[config.mk]
export PLATFORM = sky130hd
export DESIGN_NAME = result_trace_fifo_flat
export DESIGN_NICKNAME = d
export VERILOG_FILES = /design/src/rtl/result_trace_fifo_if.sv /design/src/rtl/result_trace_fifo.sv /design/src/flat_wrapper.sv
export SDC_FILE = /design/constraint.sdc
export NUM_CORES = 1
export LEC_CHECK = 0
export CAP_MARGIN = 20
export CORE_MARGIN = 4
export CORE_UTILIZATION = 62
export CTS_CLUSTER_DIAMETER = 60
export DETAILED_ROUTE_END_ITERATION = 10
export PLACE_DENSITY = 0.81
export SETUP_SLACK_MARGIN = 0.2
export SYNTH_ARGS = -nofsm -noshare
export SYNTH_HDL_FRONTEND = slang
export SYNTH_SLANG_ARGS = --single-unit
[constraint.sdc]
create_clock -name clk -period 17.9 [get_ports clk]
set_input_delay 4.475 -clock clk [delete_from_list [all_inputs] [get_ports clk]]
set_output_delay 4.475 -clock clk [all_outputs]
set_load 0.02 [all_outputs]
[src/rtl/result_trace_fifo_if.sv]
// Capture and read-side handshake bundle for the result trace FIFO.
// master = datapath/consumer side, slave = FIFO side.
interface result_trace_fifo_if;
   logic        cap_en;
   logic [31:0] Instr;
   logic [31:0] Final_out;
   logic [3:0]  Status;
   logic        rd_ready;
   logic        rd_valid;
   logic [31:0] rd_instr;
   logic [31:0] rd_result;
   logic [3:0]  rd_status;

   modport master (
      output cap_en, Instr, Final_out, Status, rd_ready,
      input  rd_valid, rd_instr, rd_result, rd_status
   );

   modport slave (
      input  cap_en, Instr, Final_out, Status, rd_ready,
      output rd_valid, rd_instr, rd_result, rd_status
   );
endinterface

[src/rtl/result_trace_fifo.sv]
// Show-ahead trace FIFO capturing {Status, Instr, Final_out} on each RegRW cycle,
// with a sticky overflow flag and saturating drop counter.
module result_trace_fifo #(
   parameter int unsigned DEPTH = 16
) (
   input  logic                     clk,
   input  logic                     reset,
   result_trace_fifo_if.slave       trc,
   input  logic                     clr_ovf,
   output logic [$clog2(DEPTH):0]   count,
   output logic                     full,
   output logic                     empty,
   output logic                     overflow,
   output logic [7:0]               drop_cnt
);
   localparam int unsigned AW = $clog2(DEPTH);

   logic [AW-1:0] wr_ptr;
   logic [AW-1:0] rd_ptr;
   logic [67:0]   mem [DEPTH];
   logic          push;
   logic          pop;
   logic          drop;

   // Flags come from count alone so a full ring never aliases as empty.
   assign full  = (count == (AW+1)'(DEPTH));
   assign empty = (count == '0);

   assign pop  = trc.rd_valid && trc.rd_ready;
   assign push = trc.cap_en && (!full || pop);
   assign drop = trc.cap_en && full && !pop;

   assign trc.rd_valid  = !empty;
   assign trc.rd_status = mem[rd_ptr][67:64];
   assign trc.rd_instr  = mem[rd_ptr][63:32];
   assign trc.rd_result = mem[rd_ptr][31:0];

   always_ff @(posedge clk) begin
      if (push) mem[wr_ptr] <= {trc.Status, trc.Instr, trc.Final_out};
   end

   always_ff @(posedge clk or negedge reset) begin
      if (!reset) begin
         wr_ptr <= '0;
         rd_ptr <= '0;
         count  <= '0;
      end else begin
         if (push) wr_ptr <= wr_ptr + AW'(1);
         if (pop)  rd_ptr <= rd_ptr + AW'(1);
         unique case ({push, pop})
            2'b10:   count <= count + (AW+1)'(1);
            2'b01:   count <= count - (AW+1)'(1);
            default: count <= count;
         endcase
      end
   end

   // A drop coincident with clr_ovf restarts the tally at one.
   always_ff @(posedge clk or negedge reset) begin
      if (!reset) begin
         overflow <= 1'b0;
         drop_cnt <= '0;
      end else if (drop) begin
         overflow <= 1'b1;
         if (clr_ovf)             drop_cnt <= 8'd1;
         else if (drop_cnt != '1) drop_cnt <= drop_cnt + 8'd1;
      end else if (clr_ovf) begin
         overflow <= 1'b0;
         drop_cnt <= '0;
      end
   end
endmodule

[src/flat_wrapper.sv]
// flat-port wrapper written by rule: the top's interface ports become plain ports
module result_trace_fifo_flat 
#(
   parameter int unsigned DEPTH = 16
)
  (clk, reset, clr_ovf, count, full, empty, overflow, drop_cnt, trc_cap_en, trc_Instr, trc_Final_out, trc_Status, trc_rd_ready, trc_rd_valid, trc_rd_instr, trc_rd_result, trc_rd_status);
  result_trace_fifo_if trc_i ();
  input  logic clk;
  input  logic reset;
  input  logic clr_ovf;
  output logic [$clog2(DEPTH):0] count;
  output logic full;
  output logic empty;
  output logic overflow;
  output logic [7:0] drop_cnt;
  input wire logic [$bits(trc_i.cap_en)-1:0] trc_cap_en;
  input wire logic [$bits(trc_i.Instr)-1:0] trc_Instr;
  input wire logic [$bits(trc_i.Final_out)-1:0] trc_Final_out;
  input wire logic [$bits(trc_i.Status)-1:0] trc_Status;
  input wire logic [$bits(trc_i.rd_ready)-1:0] trc_rd_ready;
  output wire logic [$bits(trc_i.rd_valid)-1:0] trc_rd_valid;
  output wire logic [$bits(trc_i.rd_instr)-1:0] trc_rd_instr;
  output wire logic [$bits(trc_i.rd_result)-1:0] trc_rd_result;
  output wire logic [$bits(trc_i.rd_status)-1:0] trc_rd_status;
  assign trc_i.cap_en = trc_cap_en;
  assign trc_i.Instr = trc_Instr;
  assign trc_i.Final_out = trc_Final_out;
  assign trc_i.Status = trc_Status;
  assign trc_i.rd_ready = trc_rd_ready;
  assign trc_rd_valid = trc_i.rd_valid;
  assign trc_rd_instr = trc_i.rd_instr;
  assign trc_rd_result = trc_i.rd_result;
  assign trc_rd_status = trc_i.rd_status;
  result_trace_fifo #(.DEPTH(DEPTH)) u_core (.clk(clk), .reset(reset), .trc(trc_i), .clr_ovf(clr_ovf), .count(count), .full(full), .empty(empty), .overflow(overflow), .drop_cnt(drop_cnt));
endmodule
Word level (Yosys, flattened, before mapping):

Memory sizes are Yosys's and may differ from the RTL's.
Index checks and enable logic that the tools add are counted.

* register bits after elaboration: 22
* bits in writable memories: 1088
* output and inout bits: 85
* memories kept: 1

Memory list
* u_core.mem: words 16, bits a word 68, read ports 1, clocked after Yosys merged registers in 0, wr ports 1, line result_trace_fifo.sv:20 `logic [67:0] mem [DEPTH];`

* add/subtract/negate cells: 5
* equality and inequality tests: 4
* mux-type cells: 9
* reduce and logical (&&, ||, !) cells: 13

Operators with widths (count)
* $mux 8: 4
* $pmux 5 s2: 1
* $add 4x1->4 const B: 2
* $add 8x1->8 const B: 1
* $ne 8x8->1 const B: 1
* $reduce_bool 2->1: 3
* $add 5x1->5 const B: 1
* $eq 5x5->1 const B: 1
* $logic_not 5->1: 1
* $sub 5x1->5 const B: 1
* $logic_and 1x1->1: 4
* $mux 1: 4
* $logic_not 1->1: 3
* $eq 2x1->1 const B: 1
* $eq 2x2->1 const B: 1
* $reduce_and 2->1: 1
* $logic_or 1x1->1: 1

Longest topological paths before layout:

Gate-level depths: netlist of run 1.

* depth in word-level cells: 7
* gate-level depth with buffers: 8
* gate-level depth less buffers: 8

Worst setup path before layout of run 1:

Ideal clock, no wire load.

* path type: input to register
* start point: input trc_cap_en
* end point: memory u_core.mem[4][0], enable pin
* setup time: 578 ps
* data arrival time: 9678 ps
* setup slack: 7645 ps
* stages: 3
* path buffers: 1
* cells stage by stage: clkbuf_1 o31ai_2 nor3_1

* cells in the longest elaborated chain, start to end: 3

Ends and longest elaborated chain
* start: declaration: line flat_wrapper.sv:16 `input wire logic [$bits(trc_i.cap_en)-1:0] trc_cap_en;`
* $logic_and 1x1->1: line result_trace_fifo.sv:30 `assign push = trc.cap_en && (!full || pop);`
* $mux 1: line result_trace_fifo.sv:39 `if (push) mem[wr_ptr] <= {trc.Status, trc.Instr, trc.Final_out};`
* $mux 1 (implied by the code): line result_trace_fifo.sv:39
* end: declaration: line result_trace_fifo.sv:20

Every way passes these cells.

Final worst setup path of run 1:

* start point: register u_core.rd_ptr[0]
* end point: output trc_rd_instr[19]

* cells in the longest elaborated chain, start to end: 1

Ends and longest elaborated chain
* start: declaration: line result_trace_fifo.sv:19 `logic [AW-1:0] rd_ptr;`
* start signal: assignment: line result_trace_fifo.sv:49 `if (pop) rd_ptr <= rd_ptr + AW'(1);`
* $mem_v2 16x68
* end: declaration: line flat_wrapper.sv:22 `output wire logic [$bits(trc_i.rd_instr)-1:0] trc_rd_instr;`

Every way passes these cells.

==> results.sh, run 1 <==
export IMPL_outcome="completed"
export IMPL_dieArea_mm2=0.0719
export IMPL_grt_max_degree=161
export IMPL_yosys_warnings=0
export IMPL_hp_class="flip-flop to flip-flop"
export IMPL_initial_core_util_pct=62.4
export IMPL_drc=0
export IMPL_place_congestion=0.754
export IMPL_multi_input_area_mm2=0.00838
export IMPL_syn_area_mm2=0.0419
export IMPL_synth_top_cell_by_area="edfxtp_1"
export IMPL_fin_area_mm2=0.0482
export IMPL_synth_enable_flop_cells=1088
export IMPL_max_cap_violations=0
export IMPL_worst_setup_path_end_kind="output port"
export IMPL_vias=20800
export IMPL_drv_slew=0
export IMPL_gr_usage_all_layers_pct=28.8
export IMPL_die_w_um=268
export IMPL_clkSinkCount=1110
export IMPL_synth_top_area_share_pct=77.9
export IMPL_grt_pass1_vias=21700
export IMPL_synth_cell_types=47
export IMPL_wirelength_mm=101
export IMPL_syn2layout_area_growth_pct=14.9
export IMPL_synth_top_family_by_area="multiplexers"
export IMPL_hpwl_mm=45.5
export IMPL_syn_nets=1893
export IMPL_num_fill_cells=3484
export IMPL_design_core_area_mm2=0.0672
export IMPL_synth_compound_area_share_pct=2.91
export IMPL_firstDrtPassIters=5
export IMPL_post_cts_buffers=0
export IMPL_worst_pin_slew_ns=1.11
export IMPL_nets=2091
export IMPL_async_flop_share_pct=1.98
export IMPL_rrSetupSlack_ns=14.64
export IMPL_synth_mux_area_share_pct=14.7
export IMPL_clock_path_buffers=3
export IMPL_via_per_inst=6.96
export IMPL_cts_resized=0
export IMPL_synth_seq_area_share_pct=79.2
export IMPL_io_buffers=157
export IMPL_htreeDepth=3
export IMPL_grt_setup_unrepaired="no"
export IMPL_hold_viol_final=0
export IMPL_synth_xor_area_share_pct=0.188
export IMPL_crit_arrival_ns=4.86
export IMPL_numCtsBuffers=105
export IMPL_ant_nets=0
export IMPL_power_density_mw_per_mm2=165
export IMPL_p_leak_nw=15.3
export IMPL_synth_common_cells="edfxtp_1, mux4_2, a22oi_1"
export IMPL_max_freq_mhz=107
export IMPL_rows=95
export IMPL_place_area_mm2=0.0445
export IMPL_clk_latency_ns=0.67
export IMPL_holdBufCountCts=0
export IMPL_drt_initial_drc_count=2957
export IMPL_post_drt_wl_per_cell_um=33.9
export IMPL_grt_overflow=0
export IMPL_finalClockSkew_ns=0.0243
export IMPL_worst_ep_required_time_ns=13.43
export IMPL_tns_ns=0
export IMPL_syn_inst=1810
export IMPL_finalCritPeriodShare_pct=52.2
export IMPL_synthMostInstantiatedCell="edfxtp_1"
export IMPL_yosys_area_share_adder_pct=0.316
export IMPL_start_kind="flip-flop"
export IMPL_ir_drop_uv=149
export IMPL_synth_avg_cell_area_um2=23.2
export IMPL_ys_flop_type="edfxtp_1"
export IMPL_synthTopCellsByArea="edfxtp_1, mux4_2, a22oi_1"
export IMPL_drive_above_1_share_pct=23.8
export IMPL_path_class="flip-flop to output port"
export IMPL_tritoncts="done"
export IMPL_reg2reg_depth=5
export IMPL_path_max_fanout=46
export IMPL_path_clk_slew_ns=0.06
export IMPL_ios=158
export IMPL_synth_seq_cells=1110
export IMPL_finalSetupViolations=0
export IMPL_fp_dieH_um=268
export IMPL_regArea_mm2=0.0332
export IMPL_grt_pass1_wl_mm=149
export IMPL_hold_depth=2
export IMPL_slew_headroom_pct=26.3
export IMPL_synthSimpleGateAreaFrac_pct=1.64
export IMPL_cts_root_buf="clkbuf_16"
export IMPL_antenna_found_initial=10
export IMPL_finalCriticalPeriod_ns=9.34
==> per-stage QoR <==
step	power [W]	setup WS (ns)	std cells	utilization, %	hold slack [ns]
detailed placement	0.00565	9.23	2773	66.3	0.570
global placement	0.00559	9.27	2773	66.3	0.513
CTS	0.00800	8.42	2973	71.7	0.582
global route	0.00826	8.15	2976	71.7	0.624
finish	0.00796	8.56	2984	71.7	0.600
floorplan	0.00478	7.64	1810	-	0.493
==> final cells by class <==
class / instances / share of cell area, %
timing repair buffer: 188 / 3.84
tap: 873 / 2.27
clock inverter: 73 / 1.65
sequential: 1110 / 69.0
inverter: 5 / 0.0390
multi-input combinational: 598 / 17.4
antenna: 10 / 0.0519
clock buffer: 127 / 5.80
==> registers in the layout, summed over array words and instances, names as in the netlist <==
| name | flops |
|---|---|
| u_core.mem | 1088 |
| u_core.drop_cnt | 8 |
| u_core.count | 5 |
| u_core.wr_ptr | 4 |
| u_core.overflow | 1 |
| u_core.rd_ptr | 4 |
==> per-layer routing <==
metal / global-route usage (%) / share of wire (%) / up-vias
met3: 5.20 / 9.5 / 248
li1: - / - / 8170
met2: 48.0 / 52 / 1456
met1: 39.3 / 35 / 10900
met4: 10.2 / 3.4 / 6
met5: 0 / 0.040 / -
==> cell families after synthesis <==
kind of cell,Yosys count
DFF,1110
xor gates and xnor gates,9
buffers and inverters,102
adders and majority gates,10
AOI/OAI and AO/OA,164
muxes,277
and+or+nand+nor,138
==> final timing paths <==
kind,startpoint,endpoint
min in group asynchronous,reset,u_core.drop_cnt[6]$_DFFE_PN0P_
worst min register to register,u_core.overflow$_DFFE_PN0P_,u_core.overflow$_DFFE_PN0P_
worst max register to register,u_core.count[4]$_DFFE_PN0P_,u_core.mem[2][46]$_DFFE_PP_
worst max-delay path,u_core.rd_ptr[0]$_DFFE_PN0N_,trc_rd_instr[19]
max in group asynchronous,reset,u_core.rd_ptr[1]$_DFFE_PN0N_
worst min-delay path,u_core.overflow$_DFFE_PN0P_,u_core.overflow$_DFFE_PN0P_
==> where the power goes <==
part           leakage, nW  internal, W  switching (W)
logic                 3.42      0.00105        0.00135
clock network         1.74      0.00133       0.000968
registers             10.1      0.00313       0.000139
total                 15.3      0.00551        0.00245
==> worst max-delay path: stages (launching register included) <==
cell and delay [ns]:
dfrtp_4 0.84, buf_4 0.78, buf_4 0.85, mux4_2 0.61, a22oi_1 0.24, nand2_1 0.15
clkdlybuf4s50_1 0.61
==> layout by cell type, fill, tap and decap left out, types with 3 or more instances in the layout <==
cell type and count:
edfxtp_1 1088, nand4_1 4, diode_2 10, or2_2 3, inv_1 5, clkinv_4 3, clkinv_8 3, clkdlybuf4s50_1 157
nor2_1 6, mux2_2 3, o31ai_1 4, clkinv_2 19, nand2_1 80, nand2b_1 3, clkinv_1 24, dfrtp_1 20
clkinvlp_4 6, nor3_2 3, a22oi_1 136, or4_1 3, mux4_2 272, xnor2_1 7, nor3_1 3, nand3_1 6
a21oi_1 9, buf_4 28, clkbuf_16 108, bufinv_16 15, ha_1 9, o21ai_0 4, and2_4 9, and3_4 4
clkbuf_1 17
Note: power is estimated with default switching activity, not from simulation.
==> run 2: changes to the inputs <==
--- a/config.mk
+++ b/config.mk
@@ -7,10 +7,10 @@
 export LEC_CHECK = 0
 export CAP_MARGIN = 20
 export CORE_MARGIN = 4
-export CORE_UTILIZATION = 62
+export CORE_UTILIZATION = 60
 export CTS_CLUSTER_DIAMETER = 60
 export DETAILED_ROUTE_END_ITERATION = 10
-export PLACE_DENSITY = 0.81
+export PLACE_DENSITY = 0.79
 export SETUP_SLACK_MARGIN = 0.2
 export SYNTH_ARGS = -nofsm -noshare
 export SYNTH_HDL_FRONTEND = slang
==> constraint.sdc (replaced) <==
create_clock -name clk -period 9.4 [get_ports clk]
set_input_delay 2.35 -clock clk [delete_from_list [all_inputs] [get_ports clk]]
set_output_delay 2.35 -clock clk [all_outputs]
set_load 0.02 [all_outputs]
==> results.sh, run 2 (synthesis results as in run 1) <==
export IMPL_outcome="completed"
export IMPL_clock_path_buffers=3
export IMPL_comb_power_share_pct=30.3
export IMPL_design_core_area_mm2=0.0689
export IMPL_cts_root_buf="clkbuf_16"
export IMPL_path_clk_slew_ns=0.06
export IMPL_drv_slew=0
export IMPL_clkPwrFrac_pct=27.7
export IMPL_dieArea_mm2=0.0742
export IMPL_tns_ns=0
export IMPL_finalSetupViolations=0
export IMPL_largest_reg_flops=1088
export IMPL_grt_pass1_wl_mm=141
export IMPL_place_congestion=0.746
export IMPL_max_freq_mhz=154
export IMPL_firstDrtPassIters=6
export IMPL_intPower_w=0.0103
export IMPL_hold_depth=2
export IMPL_clkSinkCount=1110
export IMPL_cts_resized=0
export IMPL_rrSetupSlack_ns=6.21
export IMPL_holdBufCountCts=0
export IMPL_slew_headroom_pct=23.9
export IMPL_p_leak_nw=15.1
export IMPL_post_cts_buffers=0
export IMPL_gr_usage_all_layers_pct=26.1
export IMPL_grt_max_degree=145
export IMPL_htreeDepth=3
export IMPL_rows=96
export IMPL_die_w_um=272
export IMPL_grt_pass1_vias=21000
export IMPL_nets=2092
export IMPL_worst_pin_slew_ns=1.14
export IMPL_initial_core_util_pct=60.8
export IMPL_finalPower_w=0.0148
export IMPL_max_cap_violations=0
export IMPL_netSwitchingFraction_pct=30.5
export IMPL_clk_latency_ns=0.66
export IMPL_grt_overflow=0
export IMPL_pre_cts_slack_ns=3.56
export IMPL_hold_viol_final=0
export IMPL_syn2layout_area_growth_pct=14.3
export IMPL_vias=20200
export IMPL_power_density_mw_per_mm2=308
export IMPL_numCtsBuffers=105
export IMPL_fin_hold_ws_ns=0.546
export IMPL_antenna_found_initial=11
export IMPL_fp_dieH_um=272
export IMPL_path_max_fanout=77
export IMPL_power_frac_seq_pct=42.0
export IMPL_fin_area_mm2=0.0480
export IMPL_top_register="u_core.mem"
export IMPL_wirelength_mm=95.3
export IMPL_finalCriticalPeriod_ns=6.47
export IMPL_path_class="flip-flop to output port"
export IMPL_switchingPower_w=0.00451
export IMPL_finalCritPeriodShare_pct=68.9
export IMPL_num_fill_cells=4005
export IMPL_hp_class="flip-flop to flip-flop"
export IMPL_start_kind="flip-flop"
export IMPL_place_area_mm2=0.0446
export IMPL_worst_ep_required_time_ns=7.05
export IMPL_grt_setup_unrepaired="no"
export IMPL_ir_drop_uv=337
export IMPL_post_drt_wl_per_cell_um=31.5
export IMPL_final_setup_worst_slack_ns=2.93
export IMPL_worst_setup_path_end_kind="output port"
export IMPL_finalClockSkew_ns=0.0270
export IMPL_r2r_start="u_core.count[4]$_DFFE_PN0P_"
export IMPL_hold_start="u_core.overflow$_DFFE_PN0P_"
export IMPL_layout_commonest_cell="edfxtp_1"
export IMPL_via_per_inst=6.66
export IMPL_ios=158
export IMPL_top_regs="u_core.mem (1088), u_core.drop_cnt (8), u_core.count (5)"
export IMPL_whs_endpoint="u_core.overflow$_DFFE_PN0P_"
export IMPL_tritoncts="done"
export IMPL_mostFrequentLayoutCells="edfxtp_1, mux4_2, clkdlybuf4s50_1"
export IMPL_regToRegEndpoint="u_core.mem[13][29]$_DFFE_PP_"
export IMPL_reg2reg_depth=5
export IMPL_crit_arrival_ns=4.12
export IMPL_drt_initial_drc_count=2762
export IMPL_io_buffers=157
export IMPL_ant_nets=0
export IMPL_hpwl_mm=44.5
export IMPL_drive_above_1_share_pct=23.2
export IMPL_drc=0
run 2: cell type report:
class | count | area (um2) | share of cell area, %
clock buffer | 131 | 2770 | 5.77
sequential | 1110 | 33200 | 69.3
timing repair buffer | 189 | 1840 | 3.85
clock inverter | 58 | 528 | 1.10
antenna | 8 | 20.0 | 0.0417
tap | 931 | 1160 | 2.43
inverter | 5 | 18.8 | 0.0391
multi-input combinational | 598 | 8380 | 17.5
run 2: per-layer routing:
layer  up-vias  routed length (um)  GRT usage [%]
met5         -                  47              0
met4         8                2310           7.27
met3       180                8580           5.06
met2      1183               48700           43.0
met1     10700               35700           36.6
li1       8162                   -              -
run 2: through the flow:
step | cells | utilization [%]
detailed placement | 2832 | 64.7
global route | 3025 | 69.5
floorplan | 1810 | -
finish | 3030 | 69.6
global placement | 2832 | 64.7
CTS | 3021 | 69.5
run 2: critical path, cell delays in order, from the launching register on:
cell             delay, ns
dfrtp_4               0.98
buf_4                 0.95
mux4_2                0.43
a22oi_1               0.27
nand2_1               0.17
clkdlybuf4s50_1       0.57
run 2: worst max-delay path by stage:
| stage | slack (ns) | startpoint | end | cells past startpoint |
|---|---|---|---|---|
| after CTS | 2.85 | u_core.rd_ptr[0]$_DFFE_PN0N_ | trc_rd_result[19] | 5 |
| after floorplan | 1.27 | trc_cap_en | u_core.mem[4][0]$_DFFE_PP_ | 3 |
| after detailed placement | 3.56 | u_core.rd_ptr[0]$_DFFE_PN0N_ | trc_rd_result[19] | 5 |
| final | 2.93 | u_core.rd_ptr[1]$_DFFE_PN0N_ | trc_rd_instr[14] | 5 |
| after global routing | 2.70 | u_core.rd_ptr[0]$_DFFE_PN0N_ | trc_rd_result[19] | 5 |
| after global placement | 3.55 | u_core.rd_ptr[0]$_DFFE_PN0N_ | trc_rd_result[19] | 5 |
run 2: power by group through the flow:
stage          Clock [W]  Sequential, W  Combinational, W
6_report         0.00409        0.00622           0.00448
3_5_place_dp           0        0.00630           0.00449
3_3_place_gp           0        0.00626           0.00445
4_1_cts          0.00414        0.00622           0.00454
5_1_grt          0.00436        0.00625           0.00476
2_1_floorplan          0        0.00618           0.00293
==> run 3: changes to the inputs <==
--- a/config.mk
+++ b/config.mk
@@ -7,10 +7,10 @@
 export LEC_CHECK = 0
 export CAP_MARGIN = 20
 export CORE_MARGIN = 4
-export CORE_UTILIZATION = 60
+export CORE_UTILIZATION = 55
 export CTS_CLUSTER_DIAMETER = 60
 export DETAILED_ROUTE_END_ITERATION = 10
-export PLACE_DENSITY = 0.79
+export PLACE_DENSITY = 0.76
 export SETUP_SLACK_MARGIN = 0.2
 export SYNTH_ARGS = -nofsm -noshare
 export SYNTH_HDL_FRONTEND = slang
==> constraint.sdc (replaced) <==
create_clock -name clk -period 5.7 [get_ports clk]
set_input_delay 1.425 -clock clk [delete_from_list [all_inputs] [get_ports clk]]
set_output_delay 1.425 -clock clk [all_outputs]
set_load 0.02 [all_outputs]
==> results.sh, run 3 (synthesis results as in run 1) <==
export IMPL_path_clk_slew_ns=0.06
export IMPL_io_buffers=157
export IMPL_ant_nets=0
export IMPL_max_cap_violations=0
export IMPL_slew_headroom_pct=27.5
export IMPL_finalSetupViolations=0
export IMPL_vias=19700
export IMPL_hp_class="flip-flop to flip-flop"
export IMPL_ir_drop_uv=312
export IMPL_numCtsBuffers=105
export IMPL_gr_usage_all_layers_pct=23.0
export IMPL_path_class="flip-flop to output port"
export IMPL_tritoncts="done"
export IMPL_fin_area_mm2=0.0482
export IMPL_worst_ep_required_time_ns=4.28
export IMPL_clkSinkCount=1110
export IMPL_die_w_um=284
export IMPL_grt_setup_unrepaired="no"
export IMPL_grt_pass1_vias=20700
export IMPL_outcome="completed"
export IMPL_rows=100
export IMPL_ios=158
export IMPL_via_per_inst=6.39
export IMPL_grt_overflow=0
export IMPL_antenna_found_initial=10
export IMPL_worst_pin_slew_ns=1.09
export IMPL_pre_cts_slack_ns=1.32
export IMPL_finalClockSkew_ns=0.0178
export IMPL_finalPower_w=0.0241
export IMPL_final_setup_worst_slack_ns=0.712
export IMPL_path_max_fanout=28
export IMPL_post_drt_wl_per_cell_um=29.9
export IMPL_crit_arrival_ns=3.56
export IMPL_drt_initial_drc_count=2288
export IMPL_initial_core_util_pct=56.0
export IMPL_drc=0
export IMPL_finalCriticalPeriod_ns=4.99
export IMPL_power_density_mw_per_mm2=500
export IMPL_wirelength_mm=92.2
export IMPL_mostFrequentLayoutCells="edfxtp_1, mux4_2, clkdlybuf4s50_1"
export IMPL_grt_max_degree=81
export IMPL_finalCritPeriodShare_pct=87.5
export IMPL_grt_pass1_wl_mm=137
export IMPL_design_core_area_mm2=0.0749
export IMPL_fp_dieH_um=284
export IMPL_cts_resized=0
export IMPL_layout_commonest_cell="edfxtp_1"
export IMPL_num_fill_cells=4738
export IMPL_cts_root_buf="clkbuf_16"
export IMPL_place_area_mm2=0.0450
export IMPL_top_register="u_core.mem"
export IMPL_start_kind="flip-flop"
export IMPL_holdBufCountCts=0
export IMPL_clk_latency_ns=0.65
export IMPL_place_congestion=0.729
export IMPL_post_cts_buffers=0
export IMPL_hpwl_mm=46.4
export IMPL_fin_hold_ws_ns=0.537
export IMPL_largest_reg_flops=1088
export IMPL_drive_above_1_share_pct=23.4
export IMPL_firstDrtPassIters=5
export IMPL_p_leak_nw=15.2
export IMPL_top_regs="u_core.mem (1088), u_core.drop_cnt (8), u_core.count (5)"
export IMPL_clock_path_buffers=3
export IMPL_htreeDepth=3
export IMPL_hold_viol_final=0
export IMPL_dieArea_mm2=0.0807
export IMPL_worst_setup_path_end_kind="output port"
export IMPL_max_freq_mhz=200
export IMPL_drv_slew=0
export IMPL_nets=2107
export IMPL_syn2layout_area_growth_pct=14.9
run 3: changes by cell type in the layout (fill, tap and decap cells not counted), moves of 2 or more:
| cell | before | now |
|---|---|---|
| buf_12 | 2 | 22 |
| buf_4 | 29 | 24 |
| bufinv_16 | 9 | 4 |
| clkbuf_1 | 24 | 27 |
| clkinv_1 | 21 | 23 |
| clkinv_2 | 16 | 18 |
| clkinv_8 | 0 | 2 |
| clkinvlp_4 | 7 | 1 |
| diode_2 | 8 | 6 |
run 3: final cells by class:
cell class,count,area (um2),share of cell area (%)
Antenna cell,6,15.0,0.0311
Clock buffer,133,2750,5.71
Clock inverter,52,372,0.771
Inverter,5,18.8,0.0389
Multi-Input combinational cell,598,8380,17.4
Sequential cell,1110,33200,68.9
Tap cell,969,1210,2.52
Timing Repair Buffer,204,2220,4.60
run 3: worst paths after layout:
check,from,end,slack [ns],depth (start not counted)
max in group asynchronous,reset,u_core.rd_ptr[0]$_DFFE_PN0N_,4.27,2
max,u_core.rd_ptr[0]$_DFFE_PN0N_,trc_rd_result[12],0.71,5
min in group asynchronous,reset,u_core.overflow$_DFFE_PN0P_,1.02,1
min,u_core.overflow$_DFFE_PN0P_,u_core.overflow$_DFFE_PN0P_,0.54,2
min reg2reg,u_core.overflow$_DFFE_PN0P_,u_core.overflow$_DFFE_PN0P_,0.54,2
max reg2reg,u_core.count[0]$_DFFE_PN0P_,u_core.mem[8][27]$_DFFE_PP_,2.65,5
run 3: metrics by stage:
stage               util (%)  TNS, ns  instances
floorplan                  -  -307.11       1810
global placement        60.1        0       2885
detailed placement      60.1        0       2885
CTS                     64.3        0       3070
global route            64.3        0       3075
finish                  64.3        0       3077
run 3: routing by layer:
metal / global-route usage, % / wire length [um] / part of all wire, % / up-vias
met5: 0 / 34 / 0.037 / -
met1: 31.6 / 35600 / 39 / 10400
met4: 6.30 / 2070 / 2.3 / 6
li1: - / - / - / 8180
met2: 38.6 / 47600 / 52 / 870
met3: 4.42 / 6840 / 7.4 / 163
run 3: critical path: stages, from the launching register on:
cell             delay (ns)
dfrtp_4                0.82
buf_4                  0.57
mux4_2                 0.58
a22oi_1                0.24
nand2_1                0.13
clkdlybuf4s50_1        0.56
run 3: power breakdown:
group | total (W) | leakage, nW | internal (W) | switching, W
logic | 0.00754 | 3.56 | 0.00340 | 0.00414
registers | 0.0102 | 10.1 | 0.00981 | 0.000356
clock network | 0.00641 | 1.53 | 0.00358 | 0.00282
total | 0.0241 | 15.2 | 0.0168 | 0.00732
